==> src/rtl/alu_pkg.sv <==
// Shared ALU types: opcodes, operand signedness, data word and the issued instruction.
package alu_pkg;

  typedef logic [31:0] data_t;

  typedef enum logic [2:0] {
    OPC_ADD = 3'd0,
    OPC_SUB = 3'd1,
    OPC_MUL = 3'd2,
    OPC_DIV = 3'd3,
    OPC_SL  = 3'd4,
    OPC_SR  = 3'd5
  } opcode_t;

  typedef enum logic {
    OT_UNSIGNED = 1'b0,
    OT_SIGNED   = 1'b1
  } operand_type_t;

  typedef struct packed {
    opcode_t       opr;
    operand_type_t opr_type;
    data_t         opr_a;
    data_t         opr_b;
  } instr_t;

  localparam opcode_t OPC_LAST = OPC_SR;

  // Opcode encodings above OPC_LAST are illegal; divide by zero is flagged too.
  function automatic logic instr_err(input instr_t i);
    return (i.opr > OPC_LAST) || ((i.opr == OPC_DIV) && (i.opr_b == '0));
  endfunction

endpackage

==> src/rtl/alu_instr_fifo.sv <==
// DEPTH-entry instruction queue with synchronous flush and occupancy count.
module alu_instr_fifo
  import alu_pkg::*;
#(
  parameter int DEPTH = 4
) (
  input  logic                       clk,
  input  logic                       rst_n,
  input  logic                       flush,
  input  logic                       push,
  input  logic                       pop,
  input  instr_t                     din,
  output instr_t                     head,
  output logic                       empty,
  output logic                       full,
  output logic [$clog2(DEPTH+1)-1:0] count
);

  localparam int PTR_W = $clog2(DEPTH);
  localparam int CNT_W = $clog2(DEPTH+1);

  instr_t           mem [DEPTH];
  logic [PTR_W-1:0] wr_ptr;
  logic [PTR_W-1:0] rd_ptr;
  logic             do_push;
  logic             do_pop;

  assign do_push = push && !full && !flush;
  assign do_pop  = pop && !empty && !flush;
  assign empty   = (count == '0);
  assign full    = (count == CNT_W'(DEPTH));
  assign head    = mem[rd_ptr];

  always_ff @(posedge clk) begin
    if (do_push) mem[wr_ptr] <= din;
  end

  // Pointers wrap naturally because DEPTH is a power of two.
  always_ff @(posedge clk or negedge rst_n) begin
    if (!rst_n) begin
      wr_ptr <= '0;
      rd_ptr <= '0;
      count  <= '0;
    end else if (flush) begin
      wr_ptr <= '0;
      rd_ptr <= '0;
      count  <= '0;
    end else begin
      if (do_push) wr_ptr <= wr_ptr + 1'b1;
      if (do_pop)  rd_ptr <= rd_ptr + 1'b1;
      count <= count + CNT_W'(do_push) - CNT_W'(do_pop);
    end
  end

endmodule

==> src/rtl/alu_issue_ctrl.sv <==
// Issue stage for the ALU: queues instructions, drives one at a time, tags results.
// Optional statistics counters are built when ALU_ISSUE_STATS_EN is defined.
module alu_issue_ctrl
  import alu_pkg::*;
#(
  parameter int DEPTH  = 4
`ifdef ALU_ISSUE_STATS_EN
  ,parameter int STAT_W = 16
`endif
) (
  input  logic                       clk,
  input  logic                       rst_n,
  input  logic                       flush,
  input  logic                       in_valid,
  output logic                       in_ready,
  input  instr_t                     in_instr,
  output instr_t                     alu_instr,
  input  data_t                      alu_result,
  output logic                       res_valid,
  input  logic                       res_ready,
  output data_t                      res_data,
  output opcode_t                    res_op,
  output logic                       res_err,
  output logic [$clog2(DEPTH+1)-1:0] count
`ifdef ALU_ISSUE_STATS_EN
  ,output logic [STAT_W-1:0]         stat_issued,
  output logic [STAT_W-1:0]          stat_err
`endif
);

  // state  | meaning
  // S_IDLE | no instruction in flight, waiting for the queue
  // S_EXEC | alu_instr on the ALU, result captured this cycle
  // S_HOLD | result presented, waiting for res_ready
  typedef enum logic [1:0] {S_IDLE, S_EXEC, S_HOLD} state_t;

  state_t state;
  instr_t head;
  logic   empty;
  logic   full;
  logic   push;
  logic   pop;
  logic   can_issue;
  logic   exec_err;

  assign in_ready  = !full && !flush;
  assign push      = in_valid && in_ready;
  // Flush also blocks issue so a same-cycle flush cannot leak a queued entry.
  assign can_issue = !empty && !flush;
  assign pop       = can_issue && ((state == S_IDLE) || ((state == S_HOLD) && res_ready));
  assign exec_err  = instr_err(alu_instr);

  alu_instr_fifo #(.DEPTH(DEPTH)) u_fifo (
    .clk   (clk),
    .rst_n (rst_n),
    .flush (flush),
    .push  (push),
    .pop   (pop),
    .din   (in_instr),
    .head  (head),
    .empty (empty),
    .full  (full),
    .count (count)
  );

  always_ff @(posedge clk or negedge rst_n) begin
    if (!rst_n) begin
      state     <= S_IDLE;
      alu_instr <= '0;
      res_valid <= 1'b0;
      res_data  <= '0;
      res_op    <= OPC_ADD;
      res_err   <= 1'b0;
    end else begin
      case (state)
        S_IDLE: begin
          if (can_issue) begin
            alu_instr <= head;
            state     <= S_EXEC;
          end
        end
        S_EXEC: begin
          res_data  <= exec_err ? '0 : alu_result;
          res_op    <= alu_instr.opr;
          res_err   <= exec_err;
          res_valid <= 1'b1;
          state     <= S_HOLD;
        end
        S_HOLD: begin
          if (res_ready) begin
            res_valid <= 1'b0;
            if (can_issue) begin
              alu_instr <= head;
              state     <= S_EXEC;
            end else begin
              state <= S_IDLE;
            end
          end
        end
        default: state <= S_IDLE;
      endcase
    end
  end

`ifdef ALU_ISSUE_STATS_EN
  // Saturating counters; only rst_n clears them.
  always_ff @(posedge clk or negedge rst_n) begin
    if (!rst_n) begin
      stat_issued <= '0;
      stat_err    <= '0;
    end else begin
      if (pop && (stat_issued != '1)) stat_issued <= stat_issued + 1'b1;
      if ((state == S_EXEC) && exec_err && (stat_err != '1)) stat_err <= stat_err + 1'b1;
    end
  end
`endif

endmodule

==> config.mk <==
export PLATFORM = sky130hd
export DESIGN_NAME = alu_issue_ctrl
export DESIGN_NICKNAME = d
export VERILOG_FILES = /design/src/rtl/alu_pkg.sv /design/src/rtl/alu_instr_fifo.sv /design/src/rtl/alu_issue_ctrl.sv
export SDC_FILE = /design/constraint.sdc
export NUM_CORES = 1
export LEC_CHECK = 0
export CAP_MARGIN = 25
export CORE_ASPECT_RATIO = 0.9
export CORE_MARGIN = 1.5
export CORE_UTILIZATION = 45
export DETAILED_ROUTE_END_ITERATION = 6
export DONT_BUFFER_PORTS = 1
export HOLD_SLACK_MARGIN = 0.06
export PLACE_DENSITY = 0.62
export SLEW_MARGIN = 40
export SYNTH_ARGS = -nofsm -noshare
export SYNTH_HDL_FRONTEND = slang
export SYNTH_SLANG_ARGS = --single-unit
==> constraint.sdc <==
create_clock -name clk -period 4.25 [get_ports clk]
set_input_delay 0.85 -clock clk [delete_from_list [all_inputs] [get_ports clk]]
set_output_delay 0.85 -clock clk [all_outputs]
set_load 0.1 [all_outputs]
## Word-level counts from Yosys, hierarchy flattened

Memories as Yosys holds them, arrays and structs flattened.
Cells that the tools add are included.

- Register bits after elaboration: 114
- ROM bits: 0
- Bits in writable memories: 272
- Bits in latches: 0
- Memories kept: 1

Memory list:

| memory | words | width | read ports | clocked after memory_dff | wr ports | RTL line | RTL |
|---|---|---|---|---|---|---|---|
| u_fifo.mem | 4 | 68 | 1 | 0 | 1 | alu_instr_fifo.sv:22 | `instr_t mem [DEPTH];` |

- Reductions and logical operators: 25
- Divide/modulo/power cells: 0
- Shift-type cells: 0
- Eq/ne operators: 6
- Bitwise logic cells: 0
- Mux-type cells: 17
- Multipliers: 0
- Add/subtract/negate cells: 4
- Magnitude comparators: 1

Operator list:

| cell | number |
|---|---|
| two-way mux 68 bit | 2 |
| case mux 68 bit (2 select lines) | 1 |
| zero test 32 bit | 1 |
| two-way mux 32 bit | 1 |
| two-way mux 2 bit | 6 |
| logical AND 1 bit | 10 |
| nonzero test 2 bit | 4 |
| case mux 2 bit (3 select lines) | 1 |
| AND reduction 2 bit | 3 |
| adder 2 x 1 -> 2 bit, second input constant | 2 |
| two-way mux 1 bit | 4 |
| inequality test 2 bit, second input constant | 2 |
| adder 3 x 1 -> 3 bit | 1 |
| equality test 3 x 2 -> 1 bit, second input constant | 1 |
| equality test 3 bit, second input constant | 1 |
| greater-than comparator 3 bit, second input constant | 1 |
| zero test 1 bit | 3 |
| zero test 3 bit | 1 |
| two-way mux 3 bit | 1 |
| subtractor 3 x 1 -> 3 bit | 1 |
| equality test 2 x 1 -> 1 bit, second input constant | 1 |
| equality test 2 bit, second input constant | 1 |
| zero test 2 bit | 1 |
| logical OR 1 bit | 2 |
| case mux 1 bit (2 select lines) | 1 |

## Logic depth before layout (Yosys ltp)

- Word-level depth: 9
- Mapped depth: 11
- Mapped depth without buffers: 10

## By module

Synthesis repeated with hierarchy kept, for this count alone.

- Cells, all modules: 655
- Area, all modules: 14380.0 um^2

By module, submodules not included:

| module | times used | area each (um^2) | cells an instance |
|---|---|---|---|
| alu_instr_fifo | 1 | 10358.7 | 404 |
| alu_issue_ctrl | 1 | 4021.4 | 251 |

## Worst setup path before layout

Ideal clock, no wire load.

- Path type: register -> register
- Start point: register u_fifo.count[1]
- End point: memory u_fifo.mem[0][0] in the netlist's numbering (enable)
- Path slack: 0.400 ns
- Cell stages (with the launch flop): 4
- Period minus slack after synthesis: 3.850 ns
- Setup time: 0.433 ns
- Arrival time: 3.416 ns
- Path through: dfrtp_1 > nor2_1 > a211oi_1 > and2_1

- Longest elaborated chain between the ends: 8

Ends and longest elaborated chain:

| item | RTL line | RTL |
|---|---|---|
| start: declaration | alu_instr_fifo.sv:16 | `output logic [$clog2(DEPTH+1)-1:0] count` |
| start signal: assignment | alu_instr_fifo.sv:51 | `count <= count + CNT_W'(do_push) - CNT_W'(do_pop);` |
| equality test 3 bit (*) | alu_instr_fifo.sv:31 | `assign full = (count == CNT_W'(DEPTH));` |
| zero test 1 bit (*) | alu_instr_fifo.sv:28, alu_issue_ctrl.sv:46 |  |
| logical AND 1 bit | alu_issue_ctrl.sv:46 | `assign in_ready = !full && !flush;` |
| logical AND 1 bit | alu_issue_ctrl.sv:47 | `assign push = in_valid && in_ready;` |
| logical AND 1 bit (*) (2 in a row) | alu_instr_fifo.sv:28 | `assign do_push = push && !full && !flush;` |
| two-way mux 1 bit (*) | alu_instr_fifo.sv:35 | `if (do_push) mem[wr_ptr] <= din;` |
| two-way mux 1 bit (not written as such) (*) | alu_instr_fifo.sv:35 |  |
| end: declaration | alu_instr_fifo.sv:22 |  |

Every way passes the cells marked *; elsewhere a longest branch is shown, timed or not.

## Final worst setup path

- Start point: register u_fifo.count[2]
- End point: register u_fifo.count[2]

- Longest elaborated chain between the ends: 9

Ends and longest elaborated chain:

| item | RTL line | RTL |
|---|---|---|
| equality test 3 bit | alu_instr_fifo.sv:31 |  |
| zero test 1 bit | alu_instr_fifo.sv:28, alu_issue_ctrl.sv:46 |  |
| logical AND 1 bit | alu_issue_ctrl.sv:46 |  |
| logical AND 1 bit | alu_issue_ctrl.sv:47 |  |
| logical AND 1 bit (2 in a row) | alu_instr_fifo.sv:28 |  |
| adder 3 x 1 -> 3 bit | alu_instr_fifo.sv:51 |  |
| subtractor 3 x 1 -> 3 bit (*) | alu_instr_fifo.sv:51 |  |
| two-way mux 3 bit (*) | alu_instr_fifo.sv:44 | `end else if (flush) begin` |

Marks and branches as above.
A chain may end at the register's enable or synchronous reset.

==> impl_results.md <==
* Gr usage total at 18.0%
* Achievable frequency at 368 MHz
* Final min period at 2.72 ns
* Root buf cell: clkbuf_16
* Reg-to-reg slack, setup at 1.53 ns
* # resized after CTS at 0
* Antenna violations before repair at 0
* Starting Density at 45.9%
* Crit-path max FO at 32
* Critical path class: flop to flop
* FF/Latch Area at 0.0111 mm2
* RSZ-0062 raised after global routing: false
* Vias in the first global route at 7073
* GP Congestion at 0.815
* Io pins at 214
* FILL cells at 2379
* Commonest non-fill, non-tap cells in the layout: 272 x edfxtp_1, 91 x dfrtp_2, 72 x mux2_2
* # H-tree levels at 2
* Total Routed Length at 29000 um
* Synth top area share at 57.3%
* Number of cell rows at 61
* CP Data Required Time at 4.66 ns
* Clock transition at path regs at 0.06 ns
* Post-Syn Nets at 763
* Status: finished, final reports clean
* Synth area leaders: edfxtp_1 57%, dfrtp_1 20%, mux4_2 11%, mux2_2 5.7%, a22o_1 2.0%
* CTS tree: built
* Cells along the critical path: buf_4, nor3_1, or4_4, clkinv_4, ha_1, inv_1, ha_1, inv_1, fa_1, xnor2_1, nor2_1
* First-pass iteration count of the detailed router at 6
* Slowest cell on the critical path: or4_4
* Cells after Synth at 651
* Startpoint types: flop
* Layout cells sized above 1 at 46.0%
* Vias at 6336
* Via/cell ratio at 5.61
* Final Slew Violations at 0
* Commonest non-fill, non-tap cell in the layout: edfxtp_1
* Final #Nets at 802
* Worst min-delay path class: input pin to async pin
* Post-route ant nets at 0
* Die area at 0.0328 mm2
* Post-synth EDFFs at 272
* Synthesized area at 0.0143 mm2
* Synthesis-stage register bit count at 386
* Port Buffers at 0
* Ys async rst share at 29.5%
* Yosys warning count at 0
* First-pass GRT wire length at 43200 um
* Post-DR wirelength/cell at 25.6 um
* Clock Path Buffers at 3
* Initial drt markers at 362
* Seq/Total Area, Yosys at 77.3%
* Worst Tran Pin Value at 0.894 ns
* Post-synth top area cell: edfxtp_1
* Multi-input combinational cell area at 0.00300 mm2
* Clk_lat worst skew at 0.53 ns
* GRT overflow at 0
* Synthesized area per cell at 21.9 um2
* MaxCap Viol Count at 0
* Pin count of the biggest net entering global routing at 115
* Die Ht at 172 um
* Critical Path Sink Type: flop
* Final setup viols at 0
* Num CTS Buffers at 40
* WP data arrival at 3.13 ns
* Final critical-path share of the clock period at 63.9%
* Crit-path max cell delay at 0.47 ns
* Area delta synth->final at 14.5%
* Clock skew at 0.00819 ns
* Remaining DRCs at 0
* Max transition margin at 40.4%
* DIE WIDTH at 191 um
* Post-synth cell types at 33
* Detailed Place HPWL at 17500 um
* Hold Violations, Final at 0
* Setup TNS at 0 ns
* Post-synth top flop: edfxtp_1
* Num Clock Sinks at 386
* Diodes inserted at 0
* Core ar. at 0.0311 mm2
[path summary, 6_finish.rpt]
check,cells after the start,endpoint,from
hold reg to reg,1,state[1],state[0]
min in group clk,1,u_fifo.count[2],flush
setup reg to reg,11,u_fifo.count[2],u_fifo.count[2]
max in group asynchronous,1,u_fifo.rd_ptr[1],rst_n
setup / recovery,11,u_fifo.count[2],u_fifo.count[2]
hold / removal,1,alu_instr[33],rst_n
[registers in the layout, indices dropped and copies added (netlist names)]
register and cells:
u_fifo.mem 272, u_fifo.count 3, alu_instr 68, res_op 3
u_fifo.wr_ptr 2, res_data 32, u_fifo.rd_ptr 2, res_err 1
res_valid 1, state 2
[through the flow]
step | instance area, um2 | hold WS (ns) | util (%) | setup slack, ns | std cells
3_3_place_gp | 14800 | 0.509 | 47.7 | 1.25 | 1052
4_1_cts | 16300 | 0.310 | 52.4 | 1.49 | 1128
2_1_floorplan | 14300 | 0.469 | - | 0.400 | 651
6_report | 16300 | 0.294 | 52.5 | 1.53 | 1129
5_1_grt | 16300 | 0.333 | 52.5 | 1.39 | 1129
3_5_place_dp | 14900 | 0.549 | 48.1 | 1.25 | 1055
[metal layers]
layer	part of all wire [%]	vias up	track usage, %	wire length [um]
li1	-	2707	-	-
met1	39	3336	21.7	11400
met2	48	243	30.2	14000
met3	9.8	50	6.76	2830
met4	2.4	0	5.61	681
met5	0	-	0	0
[critical path, delay by kind of cell, from the launching register on]
family,cells,cell delay [ns]
AND/OR/NAND/NOR,3,0.60
buffers and inverters,4,0.70
adder cells (fa/ha/maj),3,0.83
XOR/XNOR,1,0.16
flip-flops,1,0.32
[logic make-up after synthesis]
family,after synthesis,share of synthesized area (%)
buffers and inverters,42,1.81
AO/OA/AOI/OAI,44,2.45
flip-flops,386,77.3
AND/OR/NAND/NOR,30,1.24
multiplexers,140,16.4
XOR/XNOR,2,0.123
adder cells (fa/ha/maj),7,0.667
[final cells by class]
type                       instances  share of cell area [%]
sequential                       386                    68.3
multi-input combinational        223                    18.4
clock buffer                      53                    6.81
tap                              409                    3.14
timing repair buffer              28                    1.85
clock inverter                    19                    1.27
inverter                          11                   0.284
[timing repair]
action / in CTS / in global routing
hold buffers: 1 / 0
setup buffers: 0 / 0
endpoints found under the hold margin: 114 / 0
[synthesized netlist by cell type (2+ instances only)]
library cell,number
nand2b_1,2
nor2b_1,2
buf_2,7
mux2_2,72
edfxtp_1,272
clkbuf_1,15
o21ai_0,3
or3_1,2
a21oi_1,6
nand2_1,3
and2_1,4
dfrtp_1,114
mux4_2,68
inv_1,10
nor4_1,7
ha_1,6
nor2_1,5
a22o_1,32
buf_8,7
Power is left out: the tool's default activity adds up to more than one toggle a clock period on the data nets, which glitch-free logic cannot reach.
